--- src/rtl/uart_arb_pkg.sv ---
// Shared types and constants for the UART Wishbone arbiter.
// Optional timeout support is enabled with UART_ARB_TIMEOUT_EN.
package uart_arb_pkg;

  typedef enum logic {
    IDLE = 1'b0,
    OWN  = 1'b1
  } state_t;

  localparam logic [31:0] TIMEOUT_DATA = 32'hDEAD_BEEF;
  localparam int          NUM_M_MAX    = 8;

endpackage

--- src/rtl/uart_rr_pick.sv ---
// Round-robin picker: first requester at or after ptr, wrapping.
// Purely combinational; returns one-hot pick, its index and a valid flag.
module uart_rr_pick
  import uart_arb_pkg::*;
#(
  parameter int N  = 2,
  parameter int IW = 1
) (
  input  logic [N-1:0]  req,
  input  logic [IW-1:0] ptr,
  output logic [N-1:0]  pick,
  output logic [IW-1:0] idx,
  output logic          valid
);

  int          j;
  logic [IW-1:0] jw;

  always_comb begin
    pick  = '0;
    idx   = '0;
    valid = 1'b0;
    j     = 0;
    jw    = '0;
    for (int i = 0; i < N; i++) begin
      j  = (int'(ptr) + i) % N;
      jw = IW'(j);
      if (!valid && req[jw]) begin
        valid    = 1'b1;
        pick[jw] = 1'b1;
        idx      = jw;
      end
    end
  end

endmodule

--- src/rtl/uart_wb_arbiter.sv ---
// Round-robin Wishbone B4 classic arbiter in front of the UART slave.
// Define UART_ARB_TIMEOUT_EN to add the hung-slave timeout and timeout_o.
module uart_wb_arbiter
  import uart_arb_pkg::*;
#(
  parameter int NUM_M = 2
`ifdef UART_ARB_TIMEOUT_EN
  , parameter int TIMEOUT = 255
`endif
) (
  input  logic                wb_clk_i,
  input  logic                wb_rst_n_i,
  input  logic [NUM_M-1:0]    m_cyc_i,
  input  logic [NUM_M-1:0]    m_stb_i,
  input  logic [NUM_M-1:0]    m_we_i,
  input  logic [4*NUM_M-1:0]  m_sel_i,
  input  logic [32*NUM_M-1:0] m_adr_i,
  input  logic [32*NUM_M-1:0] m_dat_i,
  output logic [NUM_M-1:0]    m_ack_o,
  output logic [32*NUM_M-1:0] m_dat_o,
  output logic                s_cyc_o,
  output logic                s_stb_o,
  output logic                s_we_o,
  output logic [3:0]          s_sel_o,
  output logic [31:0]         s_adr_o,
  output logic [31:0]         s_dat_o,
  input  logic                s_ack_i,
  input  logic [31:0]         s_dat_i,
  output logic [NUM_M-1:0]    grant_o
`ifdef UART_ARB_TIMEOUT_EN
  , output logic              timeout_o
`endif
);

  localparam int IW = (NUM_M > 1) ? $clog2(NUM_M) : 1;

  state_t            state, state_nx;
  logic [IW-1:0]     ptr, gidx, pidx;
  logic [NUM_M-1:0]  grant, req, pick;
  logic              pvalid;
  logic              own_cyc, own_stb;
  logic              kill, fire;

  assign req     = m_cyc_i & m_stb_i;
  assign grant_o = grant;

  uart_rr_pick #(
    .N  (NUM_M),
    .IW (IW)
  ) u_pick (
    .req   (req),
    .ptr   (ptr),
    .pick  (pick),
    .idx   (pidx),
    .valid (pvalid)
  );

  always_comb begin
    state_nx = state;
    unique case (state)
      IDLE: if (pvalid) state_nx = OWN;
      OWN:  if (!own_cyc) state_nx = IDLE;
      default: state_nx = IDLE;
    endcase
  end

  always_ff @(posedge wb_clk_i) begin
    if (!wb_rst_n_i) begin
      state <= IDLE;
      ptr   <= '0;
      gidx  <= '0;
      grant <= '0;
    end else begin
      state <= state_nx;
      if (state == IDLE && pvalid) begin
        grant <= pick;
        gidx  <= pidx;
      end else if (state == OWN && !own_cyc) begin
        grant <= '0;
        ptr   <= (gidx == IW'(NUM_M - 1)) ? '0 : gidx + 1'b1;
      end
    end
  end

  // grant is all-zero outside OWN, so the OR-mux idles the slave bus
  always_comb begin
    own_cyc = 1'b0;
    own_stb = 1'b0;
    s_we_o  = 1'b0;
    s_sel_o = '0;
    s_adr_o = '0;
    s_dat_o = '0;
    for (int k = 0; k < NUM_M; k++) begin
      if (grant[k]) begin
        own_cyc = own_cyc | m_cyc_i[k];
        own_stb = own_stb | m_stb_i[k];
        s_we_o  = s_we_o  | m_we_i[k];
        s_sel_o = s_sel_o | m_sel_i[4*k +: 4];
        s_adr_o = s_adr_o | m_adr_i[32*k +: 32];
        s_dat_o = s_dat_o | m_dat_i[32*k +: 32];
      end
    end
  end

  assign s_cyc_o = own_cyc;
  assign s_stb_o = own_stb & ~kill;

  always_comb begin
    m_ack_o = '0;
    m_dat_o = '0;
    for (int k = 0; k < NUM_M; k++) begin
      if (grant[k]) begin
        m_ack_o[k]          = s_ack_i | fire;
        m_dat_o[32*k +: 32] = fire ? TIMEOUT_DATA : s_dat_i;
      end
    end
  end

`ifdef UART_ARB_TIMEOUT_EN
  localparam int CW = ($clog2(TIMEOUT + 2) > 8) ? $clog2(TIMEOUT + 2) : 8;

  logic [CW-1:0] cnt;

  assign fire      = s_stb_o & ~s_ack_i & (cnt == CW'(TIMEOUT));
  assign timeout_o = fire;

  // kill keeps stb low after a forced termination until the owner leaves
  always_ff @(posedge wb_clk_i) begin
    if (!wb_rst_n_i) begin
      cnt  <= '0;
      kill <= 1'b0;
    end else if (state != OWN) begin
      cnt  <= '0;
      kill <= 1'b0;
    end else begin
      if (s_ack_i)
        cnt <= '0;
      else if (s_stb_o)
        cnt <= cnt + 1'b1;
      if (fire)
        kill <= 1'b1;
    end
  end
`else
  assign fire = 1'b0;
  assign kill = 1'b0;
`endif

endmodule

--- config.mk ---
export PLATFORM = sky130hd
export DESIGN_NAME = uart_wb_arbiter
export DESIGN_NICKNAME = d
export VERILOG_FILES = /design/src/rtl/uart_arb_pkg.sv /design/src/rtl/uart_rr_pick.sv /design/src/rtl/uart_wb_arbiter.sv
export SDC_FILE = /design/constraint.sdc
export NUM_CORES = 1
export LEC_CHECK = 0
export BUFFER_PORTS_ARGS = -buffer_cell sky130_fd_sc_hd__buf_2
export CAP_MARGIN = 20
export CORE_AREA = 2 2 124 126
export CTS_CLUSTER_SIZE = 30
export DETAILED_ROUTE_END_ITERATION = 10
export DIE_AREA = 0 0 126 128
export PLACE_DENSITY = 0.45
export SLEW_MARGIN = 20
export SYNTH_ARGS = -nofsm -noshare
export SYNTH_HDL_FRONTEND = slang
export SYNTH_SLANG_ARGS = --single-unit
--- constraint.sdc ---
create_clock -name wb_clk_i -period 1.3 [get_ports wb_clk_i]
set_input_delay 0.195 -clock wb_clk_i [delete_from_list [all_inputs] [get_ports wb_clk_i]]
set_output_delay 0.195 -clock wb_clk_i [all_outputs]
set_load 0.03 [all_outputs]
==> results.json, run 1 <==
{
  "status": "complete, but fails checks",
  "violations": "negative setup slack",
  "ys.flop_type": "dfxtp_1",
  "ios": 316,
  "clkLatencyLatePin_ns": 0.23,
  "rr_endpoint": "ptr",
  "fin_crit_sh_pct": 112,
  "hp-class": "input port to flop",
  "dp_hpwl_mm": 8.15,
  "crit_type": "flop to primary output",
  "power.density_mw_per_mm2": 616,
  "die_area_mm2": 0.0161,
  "syn-cell-area_mm2": 0.00143,
  "finalWirelength_mm": 11.2,
  "layout_min_cycle_time_ns": 1.45,
  "syn_inst": 185,
  "initialDrtViolationCount": 59,
  "cp-end-kind": "primary output",
  "die_h_um": 128,
  "startpoint_type": "flop",
  "antenna_found_initial": 0,
  "cts_tree": "yes",
  "syn_avg_cell_area_um2": 7.74,
  "placed_cell_area_mm2": 0.00323,
  "setup_viol": 137,
  "seq_area_frac_synth_pct": 6.99,
  "rows": 45,
  "tightest_slew_ns": 0.261,
  "drive_gt1_share_pct": 83.8,
  "r2r_cells": 5,
  "startpoint": "grant_o[1]",
  "nets": 671,
  "grt_pass1_vias": 2668,
  "filler_cell_count": 1559,
  "drv_cap": 0,
  "r2r_start": "grant_o[1]",
  "finalWorstSetupSlack_ns": -0.154,
  "ff2ff_setup_slack_ns": 0.07,
  "pre_cts_ws_ns": 0.0203,
  "postRouteAntennaNets": 0,
  "clk_pin_slew_ns": 0.03,
  "drc": 0,
  "grt_max_degree": 53,
  "cts_sinks": 5,
  "cp-endpoint": "s_dat_o[3]",
  "hold_viol_final": 0,
  "p_leak_nw": 2.30,
  "routabilityCongestion": 0.801,
  "grt_overflow": 0,
  "core-area_mm2": 0.0149,
  "vias_per_cell": 4.10,
  "async_reset_ff_share_pct": 0,
  "synth_cell_types": 23,
  "vias": 2794,
  "die_w_um": 126,
  "skew_ns": 0.000825,
  "required_ns": 1.11,
  "cts_made_buffers": 3,
  "syn-num-nets": 362,
  "grt_usage_pct": 11.4,
  "final_area_mm2": 0.00438,
  "num_antenna_cells": 0,
  "cts_max_path_buffers": 2,
  "synth_edf_count": 0,
  "ys_warn_count": 0,
  "path_max_fanout": 7,
  "slew_violations": 0,
  "slew_headroom_pct": 82.6,
  "p_total_w": 0.00270,
  "fmax_mhz": 688,
  "grt_pass1_wl_mm": 14.6,
  "grt_setup_unrepaired": "yes",
  "cp.arrival_ns": 1.26,
  "io_buffers": 315,
  "area_growth_pct": 206,
  "start_util_pct": 9.63,
  "root_buffer": "clkbuf_16",
  "peakVddDrop_mv": 0.451,
  "dr.pass1.iters": 4,
  "h-tree-depth": 1,
  "post_drt_wl_per_cell_um": 16.5,
  "yosys_register_bits": 5,
  "whs_ns": 0.269
}
power by group:
| part | switching, W | internal (W) | total, W |
|---|---|---|---|
| combinational | 0.00104 | 0.000964 | 0.00200 |
| sequential | 0.0000252 | 0.000167 | 0.000192 |
| clock | 0.0000997 | 0.000406 | 0.000506 |
critical path: stages, from the launching register on:
cell and delay, ns:
dfxtp_4 0.39, buf_12 0.15, buf_16 0.13, a22o_1 0.21, buf_6 0.14
cells in the mapped netlist (2+ instances only):
cell type / n / area share, %
a22o_1: 70 / 43
and2_1: 66 / 29
buf_4: 7 / 3.7
buf_6: 7 / 5.5
clkbuf_1: 7 / 1.8
dfxtp_1: 5 / 7.0
inv_1: 4 / 1.0
buf_2: 2 / 0.70
nand2_1: 2 / 0.52
nand3_1: 2 / 0.70
what timing repair did:
| action | in CTS | in global routing |
|---|---|---|
| pin swaps | 2 | 6 |
| gates resized for setup | 203 | 105 |
| setup endpoints to repair | 136 | 138 |
| setup buffers | 1 | 2 |
| hold buffers | 0 | 0 |
| cloned | 3 | 2 |
cells in the final DEF (no fill, tap or decap), drive strengths merged:
cell	count
buf	325
a22o	70
and2	66
clkbuf	6
dfxtp	5
inv	4
nand2	3
nand3	2
a22oi	1
a211o	1
o31ai	1
o2111ai	1
o21ai	1
a21oi	1
o211a	1
o2bb2ai	1
a21boi	1
o211ai	1
o22ai	1
and3	1
state kept, by name, summed over array words and instances, names as in the netlist:
name and cells:
grant_o 2, gidx 1, state 1, ptr 1
worst min-delay path by stage:
stage | startpoint | endpoint | slack [ns] | cells after the start
detailed placement | gidx | ptr | 0.45 | 1
global placement | gidx | ptr | 0.44 | 1
global route | wb_rst_n_i | state | 0.29 | 2
finish | wb_rst_n_i | state | 0.27 | 2
CTS | wb_rst_n_i | state | 0.27 | 2
floorplan | wb_rst_n_i | state | 0.34 | 1
logic make-up (layout without fill, tap and decap cells):
logic type,count (synthesis),count (layout),synth area share (%)
AO/OA/AOI/OAI,81,81,49.3
buffers and inverters,27,335,12.8
flip-flops,5,5,6.99
AND/OR/NAND/NOR,72,72,30.9
through the flow:
| stage | cells | TNS [ns] | utilization, % |
|---|---|---|---|
| 4_1_cts | 677 | -13.29 | 26.9 |
| 3_5_place_dp | 669 | 0 | 21.7 |
| 3_3_place_gp | 669 | 0 | 21.7 |
| 5_1_grt | 681 | -16.01 | 29.5 |
| 6_report | 681 | -11.38 | 29.5 |
| 2_1_floorplan | 185 | -0.0228 | - |
area by class of cell:
| class | instances | area [um^2] | area share [%] |
|---|---|---|---|
| clock buffers | 4 | 78.8 | 1.80 |
| inverters | 4 | 15.0 | 0.343 |
| multi-input cells | 153 | 1300 | 29.6 |
| flip-flops and latches | 5 | 108 | 2.46 |
| well taps | 188 | 235 | 5.37 |
| repair buffers | 327 | 2650 | 60.5 |
routing by layer:
| layer | wire (um) | up-vias | track usage (%) |
|---|---|---|---|
| met5 | 0 | - | 0 |
| met2 | 5950 | 193 | 22.3 |
| met4 | 40 | 0 | 0.970 |
| met3 | 1010 | 4 | 1.54 |
| met1 | 4230 | 1286 | 13.8 |
| li1 | - | 1311 | - |
No activity file was read; power rests on OpenSTA's default activity.
==> run 2, diff against run 1 <==
RECOVER_POWER = 100   (was default)
==> run 2 against run 1 <==
Compared with the run above: the run still ends with negative setup slack left; total power about the same; cell count stayed put; wire length barely moved; first-iteration DRC count stayed put; sequential power about the same; largest cell class unchanged; largest power group unchanged.
==> results.json, run 2 (same netlist as run 1, synthesis figures left out) <==
{
  "die_area_mm2": 0.0161,
  "core-area_mm2": 0.0149,
  "skew_ns": 0.000828,
  "internal-power_w": 0.00154,
  "finalWorstSetupSlack_ns": -0.155,
  "cts_sinks": 5,
  "num_antenna_cells": 0,
  "cts_tree": "yes",
  "clkPwrFrac_pct": 18.8,
  "cp_slowest_cell": "dfxtp_4",
  "peakVddDrop_mv": 0.451,
  "slew_headroom_pct": 82.6,
  "start_util_pct": 9.63,
  "r2r_cells": 5,
  "layout_min_cycle_time_ns": 1.45,
  "rows": 45,
  "antenna_found_initial": 0,
  "p_leak_nw": 2.30,
  "setup_tns_ns": -11.40,
  "startpoint_type": "flop",
  "hold_depth": 2,
  "cp.depth": 4,
  "cp_top_family": "buffers and inverters",
  "nets": 671,
  "vias_per_cell": 4.10,
  "die_w_um": 126,
  "vias": 2795,
  "crit_type": "flop to primary output",
  "final_area_mm2": 0.00438,
  "cp_cell_sequence": "buf_12 -> buf_16 -> a22o_1 -> buf_6",
  "grt_usage_pct": 11.4,
  "root_buffer": "clkbuf_16",
  "placed_cell_area_mm2": 0.00323,
  "slew_violations": 0,
  "grt_overflow": 0,
  "post_drt_wl_per_cell_um": 16.5,
  "area_growth_pct": 206,
  "grt_max_degree": 53,
  "ios": 316,
  "path_max_fanout": 7,
  "fmax_mhz": 687,
  "grt_pass1_vias": 2668,
  "cp-end-kind": "primary output",
  "setup_viol": 137,
  "hp-class": "input port to flop",
  "io_buffers": 315,
  "violations": "negative setup slack",
  "postRouteAntennaNets": 0,
  "critPathMaxStageDelay_ns": 0.39,
  "p_comb_share_pct": 74.1,
  "grt_pass1_wl_mm": 14.6,
  "power.density_mw_per_mm2": 617,
  "status": "complete, but fails checks",
  "drive_gt1_share_pct": 83.6,
  "cts_made_buffers": 3,
  "dr.pass1.iters": 4,
  "final_common_cell": "buf_2",
  "p_total_w": 0.00270,
  "drc": 0,
  "clkLatencyLatePin_ns": 0.23,
  "power.switching_w": 0.00116,
  "grt_setup_unrepaired": "yes",
  "finalWirelength_mm": 11.2,
  "routabilityCongestion": 0.801,
  "cp.arrival_ns": 1.26,
  "tightest_slew_ns": 0.261,
  "clk_pin_slew_ns": 0.03,
  "layout_common_cells": "buf_2, buf_6, a22o_2",
  "utilization_pct": 29.5,
  "cp_num_buf_inv": 3,
  "p_sw_share_pct": 43.1,
  "cts_max_path_buffers": 2,
  "seqPwrFrac_pct": 7.1,
  "h-tree-depth": 1,
  "fin_crit_sh_pct": 112,
  "required_ns": 1.11,
  "largest_reg_flops": 2,
  "hold_viol_final": 0,
  "drv_cap": 0,
  "dp_hpwl_mm": 8.15,
  "whs_ns": 0.271,
  "die_h_um": 128,
  "initialDrtViolationCount": 59
}
==> run 2: worst paths after layout <==
check | start | to | slack, ns
max | grant_o[1] | s_dat_o[3] | -0.15
min | wb_rst_n_i | state | 0.27
max reg2reg | grant_o[1] | state | 0.07
min reg2reg | gidx | ptr | 0.45
==> run 2: layer usage <==
layer	global-route usage, %	vias to the layer above	wire length (um)
li1	-	1311	-
met1	13.8	1287	4240
met2	22.3	193	5950
met3	1.54	4	1010
met4	0.970	0	38
met5	0	-	0
==> run 2: power by group through the flow <==
stage / Clock (W) / Sequential [W] / Combinational (W)
after floorplan: 0 / 0.000190 / 0.000938
after global placement: 0 / 0.000187 / 0.00153
after detailed placement: 0 / 0.000187 / 0.00152
after CTS: 0.000519 / 0.000192 / 0.00183
after global routing: 0.000530 / 0.000195 / 0.00209
final: 0.000506 / 0.000192 / 0.00200
==> run 2: what timing repair did <==
item	in CTS	in global routing
gates cloned	3	2
endpoints found under the setup margin	136	138
buffers inserted	1	2
hold buffers	0	0
resized for setup	203	105
pin swaps	2	6
==> run 2: final cells by class <==
cell class | instances | area, um^2
Timing Repair Buffer | 327 | 2650
Inverter | 4 | 15.0
Multi-Input combinational cell | 153 | 1300
Sequential cell | 5 | 108
Tap cell | 188 | 235
Clock buffer | 4 | 78.8
Fill cell | 1561 | 10500
==> run 2: through the flow <==
step	setup slack, ns	instances
3_5_place_dp	0.0203	669
4_1_cts	-0.160	677
5_1_grt	-0.185	681
2_1_floorplan	-0.00228	185
6_report	-0.155	681
3_3_place_gp	0.0370	669
